<file path="config.mk">
export PLATFORM = sky130hd
export DESIGN_NAME = sar_cmp_responder
export DESIGN_NICKNAME = d
export VERILOG_FILES = /design/src/rtl/sar_pkg.sv /design/src/rtl/sar_cmp_core.sv /design/src/rtl/sar_cmp_responder.sv
export SDC_FILE = /design/constraint.sdc
export NUM_CORES = 1
export LEC_CHECK = 0
export CAP_MARGIN = 10
export CORE_MARGIN = 5
export CORE_UTILIZATION = 25
export CTS_BUF_LIST = sky130_fd_sc_hd__clkbuf_8
export CTS_CLUSTER_DIAMETER = 80
export CTS_CLUSTER_SIZE = 12
export DETAILED_ROUTE_END_ITERATION = 10
export PLACE_DENSITY_LB_ADDON = 0.2
export SLEW_MARGIN = 20
export SYNTH_ARGS = -nofsm -noshare
export SYNTH_HDL_FRONTEND = slang
export SYNTH_HIERARCHICAL = 1
export SYNTH_SLANG_ARGS = --single-unit
</file>
<file path="constraint.sdc">
create_clock -name clk -period 7.9 [get_ports clk]
set_input_delay 1.975 -clock clk [delete_from_list [all_inputs] [get_ports clk]]
set_output_delay 1.975 -clock clk [all_outputs]
set_load 0.02 [all_outputs]
</file>
<file path="src/rtl/sar_pkg.sv">
// Shared definitions for the SAR comparator responder: cmp codes, FSM states
// and a counter-width helper.
package sar_pkg;

    typedef enum logic [1:0] {
        CMP_LO   = 2'b00,
        CMP_HI   = 2'b01,
        CMP_EQ   = 2'b10,
        CMP_WAIT = 2'b11
    } cmp_e;

    typedef enum logic [2:0] {
        S_IDLE,
        S_ACQ,
        S_SETTLE,
        S_CMP,
        S_DONE
    } state_e;

    // Bits needed to hold 0..max_count; never narrower than one bit.
    function automatic int cnt_width(input int max_count);
        return (max_count < 1) ? 1 : $clog2(max_count + 1);
    endfunction

endpackage

</file>
<file path="src/rtl/sar_cmp_core.sv">
// Combinational tolerance compare of a trial value against the held sample.
// LO means the trial is too high, HI means it is too low, EQ means within TOL.
module sar_cmp_core
    import sar_pkg::*;
#(
    parameter int NOB = 8,
    parameter int TOL = 0
) (
    input  logic [NOB-1:0] value_i,
    input  logic [NOB-1:0] held_i,
    output cmp_e           code_o
);

    localparam logic [NOB:0] TOL_V = (NOB+1)'(TOL);

    logic [NOB:0] diff;
    logic [NOB:0] mag;

    always_comb begin
        // NOTE: every combinational output gets a default first, so no path can infer a latch.
        code_o = CMP_EQ;
        // The extra top bit is the borrow: set when value < held.
        diff   = {1'b0, value_i} - {1'b0, held_i};
        mag    = diff[NOB] ? -diff : diff;
        if (mag <= TOL_V) begin
            code_o = CMP_EQ;
        end else if (diff[NOB]) begin
            code_o = CMP_HI;
        end else begin
            code_o = CMP_LO;
        end
    end

endmodule

</file>
<file path="src/rtl/sar_cmp_responder.sv">
// Comparator/DAC-side model of the SAR front end: captures vin on a sample rising
// edge, then answers each trial value with LO/HI/EQ, or WAIT while acquiring/settling.
module sar_cmp_responder
    import sar_pkg::*;
#(
    parameter int NOB        = 8,
    parameter int TOL        = 0,
    parameter int ACQ_CYC    = 0,
    parameter int SETTLE_CYC = 0,
    parameter int MAX_STEPS  = NOB + 2
) (
    input  logic           clk,
    input  logic           rst,
    input  logic [NOB-1:0] vin,
    input  logic           sample,
    input  logic [NOB-1:0] value,
    output logic [1:0]     cmp,
    output logic [NOB-1:0] held,
    output logic           busy,
    output logic           timeout
);

    localparam int CNT_W  = cnt_width((ACQ_CYC > SETTLE_CYC) ? ACQ_CYC : SETTLE_CYC);
    localparam int STEP_W = cnt_width(MAX_STEPS);

    localparam logic [CNT_W-1:0]  ACQ_LAST    = CNT_W'((ACQ_CYC > 0) ? ACQ_CYC - 1 : 0);
    localparam logic [CNT_W-1:0]  SETTLE_LAST = CNT_W'((SETTLE_CYC > 0) ? SETTLE_CYC - 1 : 0);
    localparam logic [STEP_W-1:0] STEP_MAX    = STEP_W'(MAX_STEPS);

    state_e              state_q, state_d;
    logic [CNT_W-1:0]    cnt_q, cnt_d;
    logic [STEP_W-1:0]   steps_q, steps_d, steps_inc;
    cmp_e                cmp_q, cmp_d;
    logic [NOB-1:0]      held_q, held_d;
    logic                busy_q, busy_d;
    logic                timeout_q, timeout_d;
    logic                sample_q;
    logic [NOB-1:0]      value_q;

    logic                sample_rise;
    logic                value_chg;
    logic                do_cmp;
    logic                do_tmo;
    cmp_e                core_code;

    sar_cmp_core #(
        .NOB (NOB),
        .TOL (TOL)
    ) u_core (
        .value_i (value),
        .held_i  (held_q),
        .code_o  (core_code)
    );

    assign sample_rise = sample & ~sample_q;
    assign value_chg   = (value != value_q);

    always_comb begin
        state_d   = state_q;
        cnt_d     = cnt_q;
        steps_d   = steps_q;
        cmp_d     = cmp_q;
        held_d    = held_q;
        busy_d    = busy_q;
        timeout_d = timeout_q;
        do_cmp    = 1'b0;
        do_tmo    = 1'b0;
        steps_inc = (steps_q < STEP_MAX) ? steps_q + STEP_W'(1) : steps_q;

        if (sample_rise) begin
            // A rising edge restarts the conversion from any state.
            held_d    = vin;
            steps_d   = '0;
            timeout_d = 1'b0;
            busy_d    = 1'b1;
            cnt_d     = '0;
            cmp_d     = CMP_WAIT;
            state_d   = (ACQ_CYC > 0) ? S_ACQ : S_CMP;
        end else begin
            unique case (state_q)
                S_IDLE: cmp_d = CMP_EQ;
                S_ACQ: begin
                    cmp_d = CMP_WAIT;
                    if (cnt_q == ACQ_LAST) begin
                        cnt_d   = '0;
                        state_d = (SETTLE_CYC > 0) ? S_SETTLE : S_CMP;
                    end else begin
                        cnt_d = cnt_q + CNT_W'(1);
                    end
                end
                S_SETTLE: begin
                    if (steps_q >= STEP_MAX) begin
                        do_tmo = 1'b1;
                    end else if (cnt_q == SETTLE_LAST) begin
                        cnt_d   = '0;
                        state_d = S_CMP;
                        do_cmp  = 1'b1;
                    end else begin
                        cnt_d = cnt_q + CNT_W'(1);
                        cmp_d = CMP_WAIT;
                    end
                end
                S_CMP: begin
                    if (value_chg) begin
                        steps_d = steps_inc;
                        if (steps_inc >= STEP_MAX) begin
                            do_tmo = 1'b1;
                        end else if (SETTLE_CYC > 0) begin
                            state_d = S_SETTLE;
                            cnt_d   = '0;
                            cmp_d   = CMP_WAIT;
                        end else begin
                            do_cmp = 1'b1;
                        end
                    end else if (steps_q >= STEP_MAX) begin
                        do_tmo = 1'b1;
                    end else begin
                        do_cmp = 1'b1;
                    end
                end
                S_DONE: ;
                default: state_d = S_IDLE;
            endcase

            // Running out of steps outranks whatever the compare would have said.
            if (do_tmo) begin
                timeout_d = 1'b1;
                cmp_d     = CMP_EQ;
                busy_d    = 1'b0;
                state_d   = S_DONE;
            end else if (do_cmp) begin
                cmp_d = core_code;
                if (core_code == CMP_EQ) begin
                    busy_d  = 1'b0;
                    state_d = S_DONE;
                end
            end
        end
    end

    always_ff @(posedge clk) begin
        // NOTE: state registers use non-blocking assignments so every flop samples pre-edge values.
        if (!rst) begin
            state_q   <= S_IDLE;
            cnt_q     <= '0;
            steps_q   <= '0;
            cmp_q     <= CMP_EQ;
            held_q    <= '0;
            busy_q    <= 1'b0;
            timeout_q <= 1'b0;
            sample_q  <= 1'b0;
            value_q   <= '0;
        end else begin
            state_q   <= state_d;
            cnt_q     <= cnt_d;
            steps_q   <= steps_d;
            cmp_q     <= cmp_d;
            held_q    <= held_d;
            busy_q    <= busy_d;
            timeout_q <= timeout_d;
            sample_q  <= sample;
            value_q   <= value;
        end
    end

    assign cmp     = cmp_q;
    assign held    = held_q;
    assign busy    = busy_q;
    assign timeout = timeout_q;

endmodule

</file>
# After elaboration in Yosys (flattened, before gate mapping)
# Index checks and enable logic that the tools add are counted.
[op_classes]
add_sub_neg = 4
n_lt_le_gt_ge = 4
eq_ne = 11
n_mux = 36
n_bitwise = 3
reduce_logical = 14
[op_table]
columns = ["op", "n"]
rows = [
  ["$mux W1", 19],
  ["$mux W3", 5],
  ["$mux W2", 5],
  ["$ne A5 B5 Y1 const B", 2],
  ["$le A9 B1 Y1 const B", 1],
  ["$mux W9", 1],
  ["$neg A9 Y9", 1],
  ["$pmux W3 S3", 1],
  ["$sub A8 B8 Y9", 1],
  ["$ge A4 B4 Y1 const B", 2],
  ["$ne A8 B8 Y1", 1],
  ["$eq A3 B2 Y1 const B", 2],
  ["$ne A3 B3 Y1 const B", 2],
  ["$pmux W1 S2", 3],
  ["$pmux W2 S3", 1],
  ["$reduce_and A2 Y1", 3],
  ["$reduce_and A3 Y1", 2],
  ["$reduce_bool A3 Y1", 2],
  ["$reduce_bool A6 Y1", 1],
  ["$reduce_or A3 Y1", 2],
  ["$add A4 B1 Y4 const B", 1],
  ["$lt A4 B4 Y1 const B", 1],
  ["$mux W4", 1],
  ["$reduce_bool A4 Y1", 1],
  ["10 further kinds", 11],
]
[totals]
reg_bits = 29
in_bits = 19

# Depth between registers and ports, before layout
# Gate-level depths: netlist of the first run.
[depth]
word_depth = 10
depth_mapped = 11
mapped_depth_nobuf = 11

# Cells and area by module
# The synthesis of the first run kept the hierarchy.
[modules_own_cells]
columns = ["mod", "instances", "cells_each", "area_per_inst_um2", "seq_area_each_um2"]
rows = [
  ["sar_cmp_responder", 1, 133, 1213.7, 560.5],
  ["sar_cmp_core", 1, 47, 374.1, 0.0],
]

# Worst setup path after synthesis of the first run
# OpenSTA, ideal clock, no wires.
[synth_timing]
kind = "in2reg"
start = "input value[0]"
end = "register busy_q (netlist: busy)"
setup_ps = 116
arrival_time_ps = 3816
slack_ps = 3968
path_stages = 11
n_path_buf = 0
cell_sequence = "inv_1 ha_1 inv_1 fa_1 a21o_1 a221oi_2 xnor2_1 nand3_1 nor4_2 nand2b_1 a41o_1"
[synth_between]
elab_chain_cells = 8
elab_cells_between_ends = 19
[synth_lines]
columns = ["item", "line", "rtl"]
rows = [
  ["start: declaration", "sar_cmp_responder.sv:16", "input logic [NOB-1:0] value,"],
  ["$sub A8 B8 Y9 (*)", "sar_cmp_core.sv:23", "diff = {1'b0, value_i} - {1'b0, held_i};"],
  ["$neg A9 Y9", "sar_cmp_core.sv:24", "mag = diff[NOB] ? -diff : diff;"],
  ["$mux W9 (*)", "sar_cmp_core.sv:24", ""],
  ["$le A9 B1 Y1 (*)", "sar_cmp_core.sv:25", "if (mag <= TOL_V) begin"],
  ["$mux W2 (*)", "sar_cmp_core.sv:25", ""],
  ["net core_code[1]", "sar_cmp_responder.sv:44", "cmp_e core_code;"],
  ["$eq A2 B2 Y1 (*)", "sar_cmp_responder.sv:133", "if (core_code == CMP_EQ) begin"],
  ["$reduce_bool A3 Y1 (no source line) (*)", "--", ""],
  ["$reduce_and A2 Y1 (no source line) (*)", "--", ""],
  ["end signal: assignment", "sar_cmp_responder.sv:159", "busy_q <= busy_d;"],
  ["end: declaration", "sar_cmp_responder.sv:35", "logic busy_q, busy_d;"],
]
# The timed path passes the listed nets; every way through them passes the cells marked *. The select of a mux whose other input is x is not followed.
# A chain may end at the register's enable or synchronous reset.

# Worst setup path in the final report of the first run
# Same ends and word-level chain as after synthesis.

==> impl_metrics.ini, run 1 <==
[status]
status = finished clean

[routing]
wl_per_cell_um = 12.3
drtPass1Iterations = 4
drt_iter0_drc = 70
antenna_left = 0
via_per_inst = 4.46
dr_total_vias = 1279
wl_mm = 3.52
route.detailed.drc = 0

[power]
peakVddDrop_v = 0.0000711
power_density_nw_per_um2 = 173
p_leak_uw = 0.000761
power.total_uw = 352

[clock_network]
clk_latency_ns = 0.28
clockRootBuffer = clkbuf_8
cts_buffers = 3
h-tree-depth = 1
post_cts_resized = 0
cts_sinks = 28
ctsLongestPathBuffers = 2
postCtsHoldBufs = 0
path_clk_slew_ns = 0.10
cts_tree = done
post-cts-setup-buffer-count = 0

[placed_design]
placed_area_um2 = 1970
dp.cells = 283
io_buffers = 30
routabilityCongestion = 0.773
dp_hpwl_mm = 2.76

[layout]
fin_area_um2 = 2040
final_cells = 287
area_delta_synth_final_pct = 28.4
layout-drive-gt1-share_pct = 6.19
nets = 241
n_antenna_cell = 0

[global_routing]
antenna_found_initial = 0
grt_pass1_wl_mm = 5.93
overflow = 0
grt_max_degree = 27
first_global_vias = 1225
grt_usage_pct = 9.58

[sta]
tightest_slew_ns = 0.763
hold_slack_ns = 0.493
fin_worst_skew_ns = 0.00865
tns_ns = 0
rsz0062_at_grt = no
hold_viol = 0
maxSlewViolCount = 0
fmax_ghz = 0.233
relSlewSlack_pct = 49.0
period_minus_slack_ns = 4.28
setup_viol = 0
fin_crit_sh_pct = 54.2

[logic_synthesis]
yosys.area_share.adder_pct = 9.14
ys_seq_area_share_pct = 35.3
synthMuxAreaShare_pct = 2.05
syn_inst = 180
synth_xor_area_share_pct = 7.17
synth_ff_type = dfxtp_1
syn_nets = 210
synth_simple_gate_area_share_pct = 21.4
ys_types = 42
syn-cell-area_um2 = 1590
synth-edff-count = 0
synth_warnings = 6
synth_top_family_by_area = simple AND/OR/NAND/NOR gates
synth_compound_area_share_pct = 20.9
avgSynthCellArea_um2 = 8.82
async_reset_ff_share_pct = 0
ys_seq_elements = 28

[worst_setup_path]
worstSetupPathType = primary input to flop
cp_max_fo = 4
worstPathArrival_ns = 4.47
crit_required_ns = 8.08
start_kind = primary input
crit_path_end_kind = flop

[hold_path]
hold_path.class = flop to flop

[floorplanning]
chipHeight_um = 89.7
rows = 29
die_w_um = 89.7
num_io_pins = 31
core_um2 = 6280
die-area_um2 = 8050
start_util_pct = 25.3

[run]
drv_cap = 0
layout by cell type (no fill, tap or decap), types with 4 or more instances in the layout:
cell,instances
dfxtp_1,28
a31oi_1,5
nand2_1,25
inv_1,13
and2_1,10
nor2_1,7
a21oi_1,5
nand2b_1,5
ha_1,10
a41o_1,4
clkdlybuf4s50_1,30
a21boi_0,9
nor2b_1,4
xnor2_1,10
o21ai_0,4
cell families after synthesis:
logic type / after synthesis
AND/OR/NAND/NOR: 66
AO/OA/AOI/OAI: 43
buffers and inverters: 17
multiplexers: 2
flip-flops: 28
adder cells (fa/ha/maj): 11
XOR/XNOR: 13
per-stage QoR:
stage	utilization [%]	setup slack (ns)
after floorplan	-	3.97
after global placement	31.4	3.34
after detailed placement	31.4	3.28
after CTS	32.5	3.61
after global routing	32.5	3.47
final	32.5	3.62
state kept, by name, indices dropped and copies added (netlist names):
register / count
steps_q: 4
state_q: 3
sample_q: 1
timeout: 1
held: 8
value_q: 8
busy: 1
cmp: 2
worst max-delay path, stage by stage:
cell             delay, ns
clkdlybuf4s50_1       0.45
inv_1                 0.08
ha_1                  0.15
inv_1                 0.05
fa_1                  0.39
a21o_1                0.20
a221oi_2              0.29
xnor2_1               0.15
nand3_1               0.10
nor4_2                0.20
nand2b_1              0.18
a41o_1                0.26
metal layers:
layer | vias up | GRT usage [%] | part of all wire [%]
met5 | - | 0 | 0
met4 | 0 | 2.84 | 0.74
met3 | 2 | 2.01 | 3.5
met2 | 18 | 15.0 | 43
met1 | 565 | 13.3 | 53
li1 | 694 | - | -
layout make-up:
class,instances,area (um2)
flip-flops and latches,28,561
repair buffers,30,300
inverters,13,48.8
fillers,654,4240
well taps,77,96.3
clock buffers,3,41.3
clock inverters,1,30.0
multi-input cells,135,962
worst paths after layout:
kind / to / start / cells after the start / slack (ns)
max reg2reg: busy$_SDFFE_PN0P_ / held[0]$_SDFFE_PN0P_ / 10 / 5.44
min reg2reg: held[6]$_SDFFE_PN0P_ / held[6]$_SDFFE_PN0P_ / 2 / 0.49
min: held[6]$_SDFFE_PN0P_ / held[6]$_SDFFE_PN0P_ / 2 / 0.49
max: busy$_SDFFE_PN0P_ / value[0] / 12 / 3.62
power breakdown:
| group | internal (uW) | total, uW | switching, uW |
|---|---|---|---|
| sequential | 150 | 156 | 6.63 |
| clock | 67.9 | 113 | 45.5 |
| combinational | 41.2 | 82.7 | 41.4 |
synth_stat cells (2+ instances only):
library cell,count,area (um2)
nor2b_1,4,25.0
a21boi_0,9,67.6
o21bai_1,2,15.0
o21ai_0,4,20.0
a21oi_1,5,25.0
clkbuf_1,3,11.3
nand4_1,2,12.5
nand2_1,25,93.8
xnor2_1,10,87.6
nor2_1,7,26.3
nor3_1,3,15.0
a31oi_1,5,31.3
xor2_1,3,26.3
a41o_1,4,40.0
nand2b_1,5,31.3
a221oi_2,2,30.0
inv_1,13,48.8
a21oi_2,2,17.5
nand3_1,2,10.0
dfxtp_1,28,561
and2_1,10,62.6
nor4_1,2,12.5
a21o_1,2,15.0
ha_1,10,125
(Power assumes the default switching activity.)
==> run 2, diff against run 1 <==
==> constraint.sdc (replaced) <==
create_clock -name clk -period 4 [get_ports clk]
set_input_delay 1 -clock clk [delete_from_list [all_inputs] [get_ports clk]]
set_output_delay 1 -clock clk [all_outputs]
set_load 0.02 [all_outputs]
==> run 2 against run 1 <==
Register-to-register slack worse by 3.9 ns. Sequential share of layout area rose by 0.31 points. Sequential cell count stayed put. Worst hold slack lost 0.0052 ns. Critical path depth did not move. Clock power is 36% higher. Setup slack worse by 2.9 ns. Largest power group unchanged. Via count grew 1.0%. Critical path type unchanged. Final area shrank 1.1%. Routed wire length increased by 1.7%. Clock-buffer cell count did not move.
==> impl_metrics.ini, run 2 (synthesized netlist as in run 1, its figures left out) <==
[placed_design]
pre_cts_slack_ns = 0.393
dp_hpwl_mm = 2.79
placed_area_um2 = 1980
routabilityCongestion = 0.774
io_buffers = 30
dp.cells = 284

[layout]
area_delta_synth_final_pct = 27.0
seq_area_um2 = 561
n_antenna_cell = 0
final_cell_mix = clkdlybuf4s50_1 (30), dfxtp_1 (28), nand2_1 (25)
multi_input_area_um2 = 962
fin_util_pct = 32.1
layout_commonest_cell = clkdlybuf4s50_1
final_cells = 287
layout-drive-gt1-share_pct = 6.19
nets = 242
fin_area_um2 = 2020
fillers = 675

[routing]
drtPass1Iterations = 4
antenna_left = 0
dr_total_vias = 1292
route.detailed.drc = 0
drt_iter0_drc = 54
via_per_inst = 4.50
wl_mm = 3.58
wl_per_cell_um = 12.5

[power]
power_density_nw_per_um2 = 310
seq_power_share_pct = 49.3
power_frac_comb_pct = 26.2
swShare_pct = 28.9
switchingPower_uw = 181
p_int_uw = 445
p_leak_uw = 0.000752
p_clk_share_pct = 24.5
peakVddDrop_v = 0.000116

[floorplanning]
start_util_pct = 25.3
num_io_pins = 31
core_um2 = 6280
die-area_um2 = 8050
rows = 29
chipHeight_um = 89.7
die_w_um = 89.7

[hold_path]
whs_path_depth = 2
min_from = held[1]$_SDFFE_PN0P_
hold_path.class = flop to flop

[status]
status = finished clean

[worst_setup_path]
worstPathArrival_ns = 3.48
worstPathCellList = clkdlybuf4s50_1, inv_1, ha_1, inv_1, fa_1, a21o_1, a221oi_2, xnor2_1, nand3_1, nor4_2, nand2b_1, a41o_1
cpPeakStageDelay_ns = 0.44
path_common_cell = inv_1
critical_path.slowest_cell = clkdlybuf4s50_1
crit_required_ns = 4.18
critPathBufInv = 3
cp_max_fo = 4
crit_family = compound AO/OA/AOI/OAI gates
worstSetupPathType = primary input to flop
r2r_cells = 10
crit_path_end_kind = flop
rr_startpoint = held[0]$_SDFFE_PN0P_
path_depth = 12
start_kind = primary input
critPathLaunch = value[0]

[clock_network]
post_cts_resized = 0
clk_latency_ns = 0.27
clockRootBuffer = clkbuf_8
postCtsHoldBufs = 0
h-tree-depth = 1
cts_buffers = 3
path_clk_slew_ns = 0.09
cts_sinks = 28
ctsLongestPathBuffers = 2
post-cts-setup-buffer-count = 0
cts_tree = done

[global_routing]
grt_max_degree = 27
grt_pass1_wl_mm = 6.11
overflow = 0
grt_usage_pct = 9.84
antenna_found_initial = 0
first_global_vias = 1262

[sta]
period_minus_slack_ns = 3.30
fin_worst_skew_ns = 0.00417
setup_viol = 0
fmax_ghz = 0.303
maxSlewViolCount = 0
tightest_slew_ns = 0.705
fin_crit_sh_pct = 82.6
hold_viol = 0
tns_ns = 0
relSlewSlack_pct = 52.9
timing.final.ws_setup_ns = 0.696
rsz0062_at_grt = no

[run]
drv_cap = 0
[run 2: per-stage QoR]
stage               hold WS (ns)  power [uW]
floorplan                  0.507         421
global placement           0.474         482
detailed placement         0.478         481
CTS                        0.493         642
global route               0.514         668
finish                     0.487         626
[run 2: cell type report]
cell class	count	share of cell area (%)
sequential	28	27.8
timing repair buffer	31	15.3
multi-input combinational	135	47.7
clock buffer	3	2.05
tap	77	4.78
inverter	13	2.42
[run 2: metal layers]
layer | vias to the layer above | share of wire (%) | GRT usage (%)
li1 | 691 | - | -
met1 | 580 | 51 | 13.9
met2 | 19 | 44 | 14.9
met3 | 2 | 3.6 | 1.46
met4 | 0 | 0.76 | 4.06
met5 | - | 0 | 0
[run 2: path summary, 6_finish.rpt]
check                         endpoint  slack (ns)
setup / recovery     busy$_SDFFE_PN0P_        0.70
setup reg to reg     busy$_SDFFE_PN0P_        1.54
hold reg to reg   held[1]$_SDFFE_PN0P_        0.49
hold / removal    held[1]$_SDFFE_PN0P_        0.49
[run 2: power by group through the flow]
| stage | Sequential, uW | Combinational [uW] | Clock (uW) |
|---|---|---|---|
| after floorplan | 323 | 97.9 | 0 |
| after global placement | 315 | 166 | 0 |
| after detailed placement | 316 | 165 | 0 |
| after CTS | 309 | 166 | 166 |
| after global routing | 312 | 183 | 174 |
| final | 309 | 164 | 154 |
[run 2: worst register-to-register path, delay by kind of cell, from the launching register on]
family	cells	cell delay, ns
AO/OA/AOI/OAI	3	0.75
adder cells (fa/ha/maj)	2	0.56
AND/OR/NAND/NOR	3	0.46
flip-flops	1	0.38
XOR/XNOR	1	0.15
buffers and inverters	1	0.05
==> run 3, diff against run 2 <==
==> constraint.sdc (replaced) <==
create_clock -name clk -period 3.1 [get_ports clk]
set_input_delay 0.775 -clock clk [delete_from_list [all_inputs] [get_ports clk]]
set_output_delay 0.775 -clock clk [all_outputs]
set_load 0.02 [all_outputs]
==> run 3 against run 2 <==
Sequential power is 29% higher. Via count is 3.5% higher. Final cell count is 3.8% higher. Clock power is 31% higher. Clock skew is 0.0027 ns lower. Register-to-register slack worse by 0.94 ns. Worst hold slack better by 0.0019 ns. Combinational power is 40% higher. Core utilization is 1.6 points higher. Critical path type unchanged.
==> impl_metrics.ini, run 3 (synthesized netlist as in run 1, its figures left out) <==
[worst_setup_path]
worstSetupPathType = primary input to flop
worstPathArrival_ns = 3.07
r2r_setup_slack_ns = 0.60
crit_path_end_kind = flop
critical_path.slowest_cell = clkdlybuf4s50_1
worstPathCellList = clkdlybuf4s50_1, ha_1, a21o_1, a221oi_2, xnor2_1, nand3_1, nor4_4, nand2b_1, a41o_1
cpPeakStageDelay_ns = 0.47
cp_max_fo = 4
rr_startpoint = held[0]$_SDFFE_PN0P_
start_kind = primary input
critPathLaunch = value[4]
crit_required_ns = 3.28

[global_routing]
grt_max_degree = 15
grt_pass1_wl_mm = 6.02
grt_busiest_layer = met2
first_global_vias = 1289
use_met1_pct = 13.4
antenna_found_initial = 0
grt_use_met3_pct = 1.00
grt_use_met2_pct = 15.4
overflow = 0
grt_usage_pct = 9.69

[clock_network]
cts_sinks = 28
path_clk_slew_ns = 0.10
clockRootBuffer = clkbuf_8
h-tree-depth = 1
ctsLongestPathBuffers = 2
cts_tree = done
cts_buffers = 3
clk_latency_ns = 0.27

[layout]
n_antenna_cell = 0
layout-drive-gt1-share_pct = 11.8
nets = 253
fin_area_um2 = 2120
seq_area_um2 = 561
area_delta_synth_final_pct = 33.4
multi_input_area_um2 = 976
final_cell_mix = dfxtp_1 (28), clkdlybuf4s50_1 (28), nand2_1 (25)
fin_util_pct = 33.7
final_cells = 298
fillers = 683

[power]
seq_power_share_pct = 48.1
p_clk_share_pct = 24.3
power_density_nw_per_um2 = 392
power_frac_comb_pct = 27.6
switchingPower_uw = 244
swShare_pct = 29.3
p_int_uw = 587
peakVddDrop_v = 0.000158
p_leak_uw = 0.000823

[routing]
dr_total_vias = 1337
antenna_left = 0
via_per_inst = 4.49
drtPass1Iterations = 4
wl_per_cell_um = 12.2
route.detailed.drc = 0
wl_mm = 3.64
drt_iter0_drc = 67

[sta]
period_minus_slack_ns = 2.90
fin_crit_sh_pct = 93.4
hold_viol = 0
fmax_ghz = 0.345
tns_ns = 0
fin_worst_skew_ns = 0.00147
rsz0062_at_grt = no
tightest_slew_ns = 0.708
maxSlewViolCount = 0
setup_viol = 0
hold_slack_ns = 0.489
relSlewSlack_pct = 52.7

[run]
drv_cap = 0

[placed_design]
dp.cells = 294
placed_area_um2 = 2050
dp_hpwl_mm = 2.91
io_buffers = 30
routabilityCongestion = 0.753

[hold_path]
hold_path.class = flop to flop
min_from = held[2]$_SDFFE_PN0P_

[status]
status = finished clean

[floorplanning]
start_util_pct = 25.3
die_w_um = 89.7
rows = 29
chipHeight_um = 89.7
die-area_um2 = 8050
num_io_pins = 31
core_um2 = 6280
==> run 3: cell count changes in the layout (fill, tap and decap cells not counted) <==
cell | before | now
ha_1 | 10 | 9
buf_4 | 1 | 12
clkdlybuf4s50_1 | 30 | 28
dlymetal6s2s_1 | 0 | 2
ha_2 | 0 | 1
fa_1 | 1 | 0
nor4_4 | 0 | 1
fa_2 | 0 | 1
nor4_2 | 1 | 0
==> run 3: layout make-up <==
cell class,instances,share of cell area (%)
timing repair buffer,42,18.7
multi-input combinational,135,46.1
tap,77,4.55
inverter,13,2.30
clock buffer,3,1.95
sequential,28,26.5
==> run 3: timing repair <==
item	4_1_cts	5_1_grt
hold buffers	0	0
resized for setup	0	5
setup endpoints to repair	0	5
setup buffers	0	1
==> run 3: routing by layer <==
layer  routed length [um]  share of wire, %  vias to the layer above
met5                    0                 0                        -
met4                   28              0.77                        0
met3                   98               2.7                        2
met2                 1610                44                       20
met1                 1900                52                      600
li1                     -                 -                      715
==> run 3: power groups by stage <==
| stage | Combinational [uW] | Sequential (uW) | Clock, uW |
|---|---|---|---|
| final | 229 | 399 | 202 |
| after global routing | 254 | 403 | 226 |
| after CTS | 227 | 399 | 214 |
| after detailed placement | 225 | 408 | 0 |
| after global placement | 227 | 408 | 0 |
| after floorplan | 126 | 416 | 0 |
==> run 3: worst paths after layout <==
path / endpoint / depth (start not counted)
worst min register to register: held[2]$_SDFFE_PN0P_ / 2
worst min-delay path: held[2]$_SDFFE_PN0P_ / 2
worst max register to register: state_q[1]$_SDFF_PN0_ / 10
worst max-delay path: state_q[1]$_SDFF_PN0_ / 9
==> run 3: critical path, delay by kind of cell <==
family          cells  cell delay (ns)
compound gates      3             0.81
xor+xnor            1             0.15
fa+ha+maj           1             0.35
buf+inv             1             0.47
simple gates        3             0.53
==> run 3: per-stage QoR <==
stage / worst slack, ns / total power (uW)
final: 0.205 / 831
after global routing: 0.0456 / 883
after CTS: 0.0690 / 841
after detailed placement: -0.243 / 633
after global placement: -0.204 / 635
after floorplan: 0.368 / 543
==> RTL edit 1, RTL diff (settings of run 3) <==
`NOB` is set to 8 in 2 places; all go to 7.
--- a/src/rtl/sar_cmp_core.sv
+++ b/src/rtl/sar_cmp_core.sv
@@ -4,5 +4,5 @@
     import sar_pkg::*;
 #(
-    parameter int NOB = 8,
+    parameter int NOB = 7,
     parameter int TOL = 0
 ) (
--- a/src/rtl/sar_cmp_responder.sv
+++ b/src/rtl/sar_cmp_responder.sv
@@ -4,5 +4,5 @@
     import sar_pkg::*;
 #(
-    parameter int NOB        = 8,
+    parameter int NOB        = 7,
     parameter int TOL        = 0,
     parameter int ACQ_CYC    = 0,
Interface: changed (resized held, value and vin); port bits go from 31 to 28. No check against the original RTL was run, so the function may have changed too.
==> RTL edit 1 against run 3 <==
Final area rose by 2.7%. Sequential cell count decreased by 2. Setup slack lost 100 ps. Critical path type unchanged. Via count rose by 7.9%. Power down 0.65%. Count of clock-buffer cells in the layout is 1 higher. Synthesized area is 3.3% higher. Wire length increased by 8.1%. Critical path depth decreased by 1. Sequential share of layout area shrank 2.5 points.
==> RTL edit 1: results <==
export IMPL_status="finished, final reports clean"
export IMPL_grt_use_total_pct=9.384
export IMPL_fin_nets=258
export IMPL_wl_per_cell_um=12.84
export IMPL_fillers=663
export IMPL_ys_seq_area_share_pct=31.73
export IMPL_placed_area_um2=2093
export IMPL_clockBufferDepth=2
export IMPL_r2r_cells=9
export IMPL_num_vias=1443
export IMPL_grt_pass1_vias=1336
export IMPL_reg2reg_from="held[2]"
export IMPL_crit_start="value[5]"
export IMPL_numPortBuffers=27
export IMPL_grt_pass1_wl_mm=6.437
export IMPL_first_pass_iters=5
export IMPL_synth_top_cells_by_count="dfxtp_1 (26), nand2_1 (24), a21oi_1 (15), inv_1 (14), nor2_1 (11)"
export IMPL_p_leak_nw=0.8568
export IMPL_ff2ff_setup_slack_ps=620
export IMPL_cp_data_arrival_time_ps=3170
export IMPL_r2r_end="busy"
export IMPL_clock_skew_final_ps=6.087
export IMPL_path_clk_slew_ps=100
export IMPL_max_vdd_ir_drop_mv=0.2038
export IMPL_drive_gt1_share_pct=13.97
export IMPL_syn_nets=217
export IMPL_synth_cell_types=53
export IMPL_synthTopCellsByArea="dfxtp_1 (32%), ha_1 (7.6%), nand2_1 (5.5%), a21oi_1 (4.6%), and2_1 (3.4%)"
export IMPL_critPathMaxFanout=4
export IMPL_place_gp_congestion=0.8273
export IMPL_relSlewSlack_pct=52.30
export IMPL_hpwl_mm=3.029
export IMPL_drtIter0Drc=49
export IMPL_switchingPower_w=0.0002480
==> RTL edit 1: cell types whose count changed in the layout (fill, tap and decap cells not counted), moves of 3 or more <==
cell,before,now
a21boi_0,9,0
a21oi_1,5,13
xnor2_1,10,4
a31oi_1,5,1
nor2_1,7,11
a41o_1,4,1
clkdlybuf4s50_1,28,25
nand2b_1,5,8
==> RTL edit 1: area by class of cell <==
type | count | area (um^2) | share of cell area [%]
sequential | 26 | 520.5 | 23.92
clock buffer | 4 | 55.05 | 2.530
multi-input combinational | 143 | 1071 | 49.22
timing repair buffer | 41 | 376.6 | 17.31
tap | 77 | 96.34 | 4.428
inverter | 15 | 56.30 | 2.588
==> RTL edit 1: layer usage <==
layer	vias up	wire (um)	GRT usage, %
li1	750	-	-
met1	650	2020	13.23
met2	36	1717	14.00
met3	7	120	1.405
met4	0	71	4.401
met5	-	0	0
==> RTL edit 1: how the worst min path moves through the flow <==
| stage | start | to | slack (ps) |
|---|---|---|---|
| 6_report | busy | busy | 470 |
| 5_1_grt | busy | busy | 490 |
| 4_1_cts | busy | busy | 480 |
| 3_5_place_dp | busy | busy | 460 |
| 3_3_place_gp | busy | busy | 460 |
| 2_1_floorplan | steps_q[1] | steps_q[1] | 510 |
==> RTL edit 1: logic make-up (layout without fill, tap and decap cells) <==
logic type,after synthesis,count (layout),synth area share [%]
and+or+nand+nor,73,73,25.94
AOI/OAI and AO/OA,48,48,22.88
DFF,26,26,31.73
buffers and inverters,20,60,4.577
adders and majority gates,11,11,8.848
xor gates and xnor gates,9,9,4.805
muxes,2,2,1.220
==> RTL edit 1: what timing repair did <==
action | CTS | global route
buffers inserted | 0 | 0
setup endpoints to repair | 5 | 6
resized for setup | 2 | 4
endpoints found under the hold margin | 0 | 0
pin swaps | 2 | 2
==> RTL edit 1: stage by stage <==
| step | setup WS [ps] | instances | total power [W] |
|---|---|---|---|
| after global placement | -384.0 | 302 | 0.0005999 |
| after CTS | 83.48 | 306 | 0.0008315 |
| after floorplan | 322.4 | 189 | 0.0005098 |
| after detailed placement | -409.6 | 302 | 0.0005986 |
| final | 101.2 | 306 | 0.0008257 |
| after global routing | -6.742 | 306 | 0.0008762 |
==> RTL edit 1: worst max-delay path, stage by stage <==
cell	delay, ps
clkdlybuf4s50_1	510
ha_1	360
a2111oi_0	550
o221ai_1	260
a2111oi_4	250
nand2b_1	140
a31oi_4	210
o21ai_0	110
==> RTL edit 1: power by group through the flow <==
stage | sequential [W] | combinational [W] | clock, W
after floorplan | 0.000383 | 0.000126 | 0
after global placement | 0.000381 | 0.000219 | 0
after detailed placement | 0.000380 | 0.000218 | 0
after CTS | 0.000373 | 0.000220 | 0.000239
after global routing | 0.000376 | 0.000249 | 0.000251
final | 0.000373 | 0.000225 | 0.000228
==> RTL edit 2, RTL diff (flow settings as in run 3) <==
Without the edit above. Encoding of `state_e`: now Gray code (3 bits for 5 states).
--- a/src/rtl/sar_pkg.sv
+++ b/src/rtl/sar_pkg.sv
@@ -11,9 +11,9 @@
 
     typedef enum logic [2:0] {
-        S_IDLE,
-        S_ACQ,
-        S_SETTLE,
-        S_CMP,
-        S_DONE
+        S_IDLE   = 3'b000,
+        S_ACQ    = 3'b001,
+        S_SETTLE = 3'b011,
+        S_CMP    = 3'b010,
+        S_DONE   = 3'b110
     } state_e;
 
Check against the original RTL: no difference found for any inputs over 10 cycles, from zero or initial values and one cycle with rst low; not proved beyond that.
==> RTL edit 2 against run 3 <==
Wire length grew 3.5%. Maximum frequency grew 1.6%. Final area grew 2.5%. Via count grew 2.3%. Power grew 7.6%. Sequential cell count is the same. Critical endpoint is now cmp[0]. Synthesized cell count grew 0.56%. Global-route usage shrank 0.11 points. Synthesized area grew 0.16%. Highest routed layer unchanged. Utilization grew 0.84 points. Critical path depth is the same. Setup slack gained 45 ps. Largest power group unchanged. Non-clock buffer count grew 4. Cell count grew 1.7%.
==> RTL edit 2: results <==
export IMPL_clock_skew_final_ps=8.471
export IMPL_nMultiInputCombCells=135
export IMPL_inverters_excl_clock=13
export IMPL_dpl_worst_slack_ps=-268.8
export IMPL_grt_pass1_vias=1369
export IMPL_max_vdd_ir_drop_mv=0.2670
export IMPL_clockNetworkAreaShare_pct=3.285
export IMPL_p_per_area_nw_per_um2=412.0
export IMPL_p_leak_nw=0.8652
export IMPL_first_pass_iters=4
export IMPL_insertedDiodeCount=0
export IMPL_synth_cell_types=41
export IMPL_fillers=685
export IMPL_total_power_w=0.0008945
export IMPL_placed_area_um2=2088
export IMPL_cts_max_level=1
export IMPL_grt_pass1_wl_mm=6.513
export IMPL_async_flop_share_pct=0
export IMPL_final_seq_area_um2=560.5
export IMPL_pg_clk_w=0.000296
export IMPL_clockBufferDepth=2
export IMPL_fin_nets=257
export IMPL_grt_use_total_pct=9.580
export IMPL_path_clk_slew_ps=110
export IMPL_swShare_pct=26.50
export IMPL_ys_seq_area_share_pct=35.25
export IMPL_synth_top_cells_by_count="dfxtp_1 (28), nand2_1 (27), inv_1 (13), and2_1 (11), xor2_1 (11)"
export IMPL_buf_share_pct=19.48
export IMPL_grt_max_degree=18
export IMPL_drt_total_wl_mm=3.764
export IMPL_place_gp_congestion=0.7327
export IMPL_cts_resized=0
export IMPL_tritoncts_num_buffers=3
export IMPL_numPortBuffers=30
export IMPL_status="finished, final reports clean"
export IMPL_cts_root_buf="clkbuf_8"
export IMPL_synthCells=181
export IMPL_critPathMaxFanout=2
export IMPL_stdcell_count=303
export IMPL_hpwl_mm=2.974
export IMPL_syn_nets=211
export IMPL_cts_sinks=28
export IMPL_powerSeq_w=0.000391
export IMPL_ys_warn_count=6
export IMPL_cts_setup_buffers=0
export IMPL_buffers=46
export IMPL_slowest_stage="clkdlybuf4s50_1"
export IMPL_multi_input_area_share_pct=44.73
export IMPL_relSlewSlack_pct=61.45
export IMPL_cp_data_arrival_time_ps=3060
export IMPL_cpLargestDelayFamily="compound AO/OA/AOI/OAI gates"
export IMPL_vias_per_cell=4.515
export IMPL_fp_dieArea_um2=8056
export IMPL_clkLatencyLatePin_ps=280
export IMPL_drive_gt1_share_pct=14.60
export IMPL_cp_slowest_stage_delay_ps=470
export IMPL_synthTopCellsByArea="dfxtp_1 (35%), ha_1 (7.9%), nand2_1 (6.4%), xor2_1 (6.1%), and2_1 (4.3%)"
export IMPL_drtIter0Drc=54
RTL edit 2: cell families (layout without fill, tap and decap cells):
group,Yosys count,in the layout,share of synthesized area [%]
AND/OR/NAND/NOR,67,67,22.90
AO/OA/AOI/OAI,40,40,19.20
flip-flops,28,28,35.25
buffers and inverters,18,63,4.249
XOR/XNOR,13,13,7.160
adder cells (fa/ha/maj),11,11,9.127
multiplexers,3,3,1.888
other,1,1,0.2358
RTL edit 2: routing by layer:
metal  GRT usage, %  vias to the layer above  routed length (um)
li1               -                      717                   -
met1          13.57                      622                1905
met2          14.94                       27                1675
met3          1.336                        2                 146
met4          3.023                        0                  36
met5              0                        -                   0
RTL edit 2: worst paths after layout:
check	from	end	slack (ps)	cells past startpoint
max reg2reg	held[0]	cmp[0]	650	10
min reg2reg	held[5]	held[5]	480	2
min	held[5]	held[5]	480	2
max	value[1]	cmp[0]	250	9
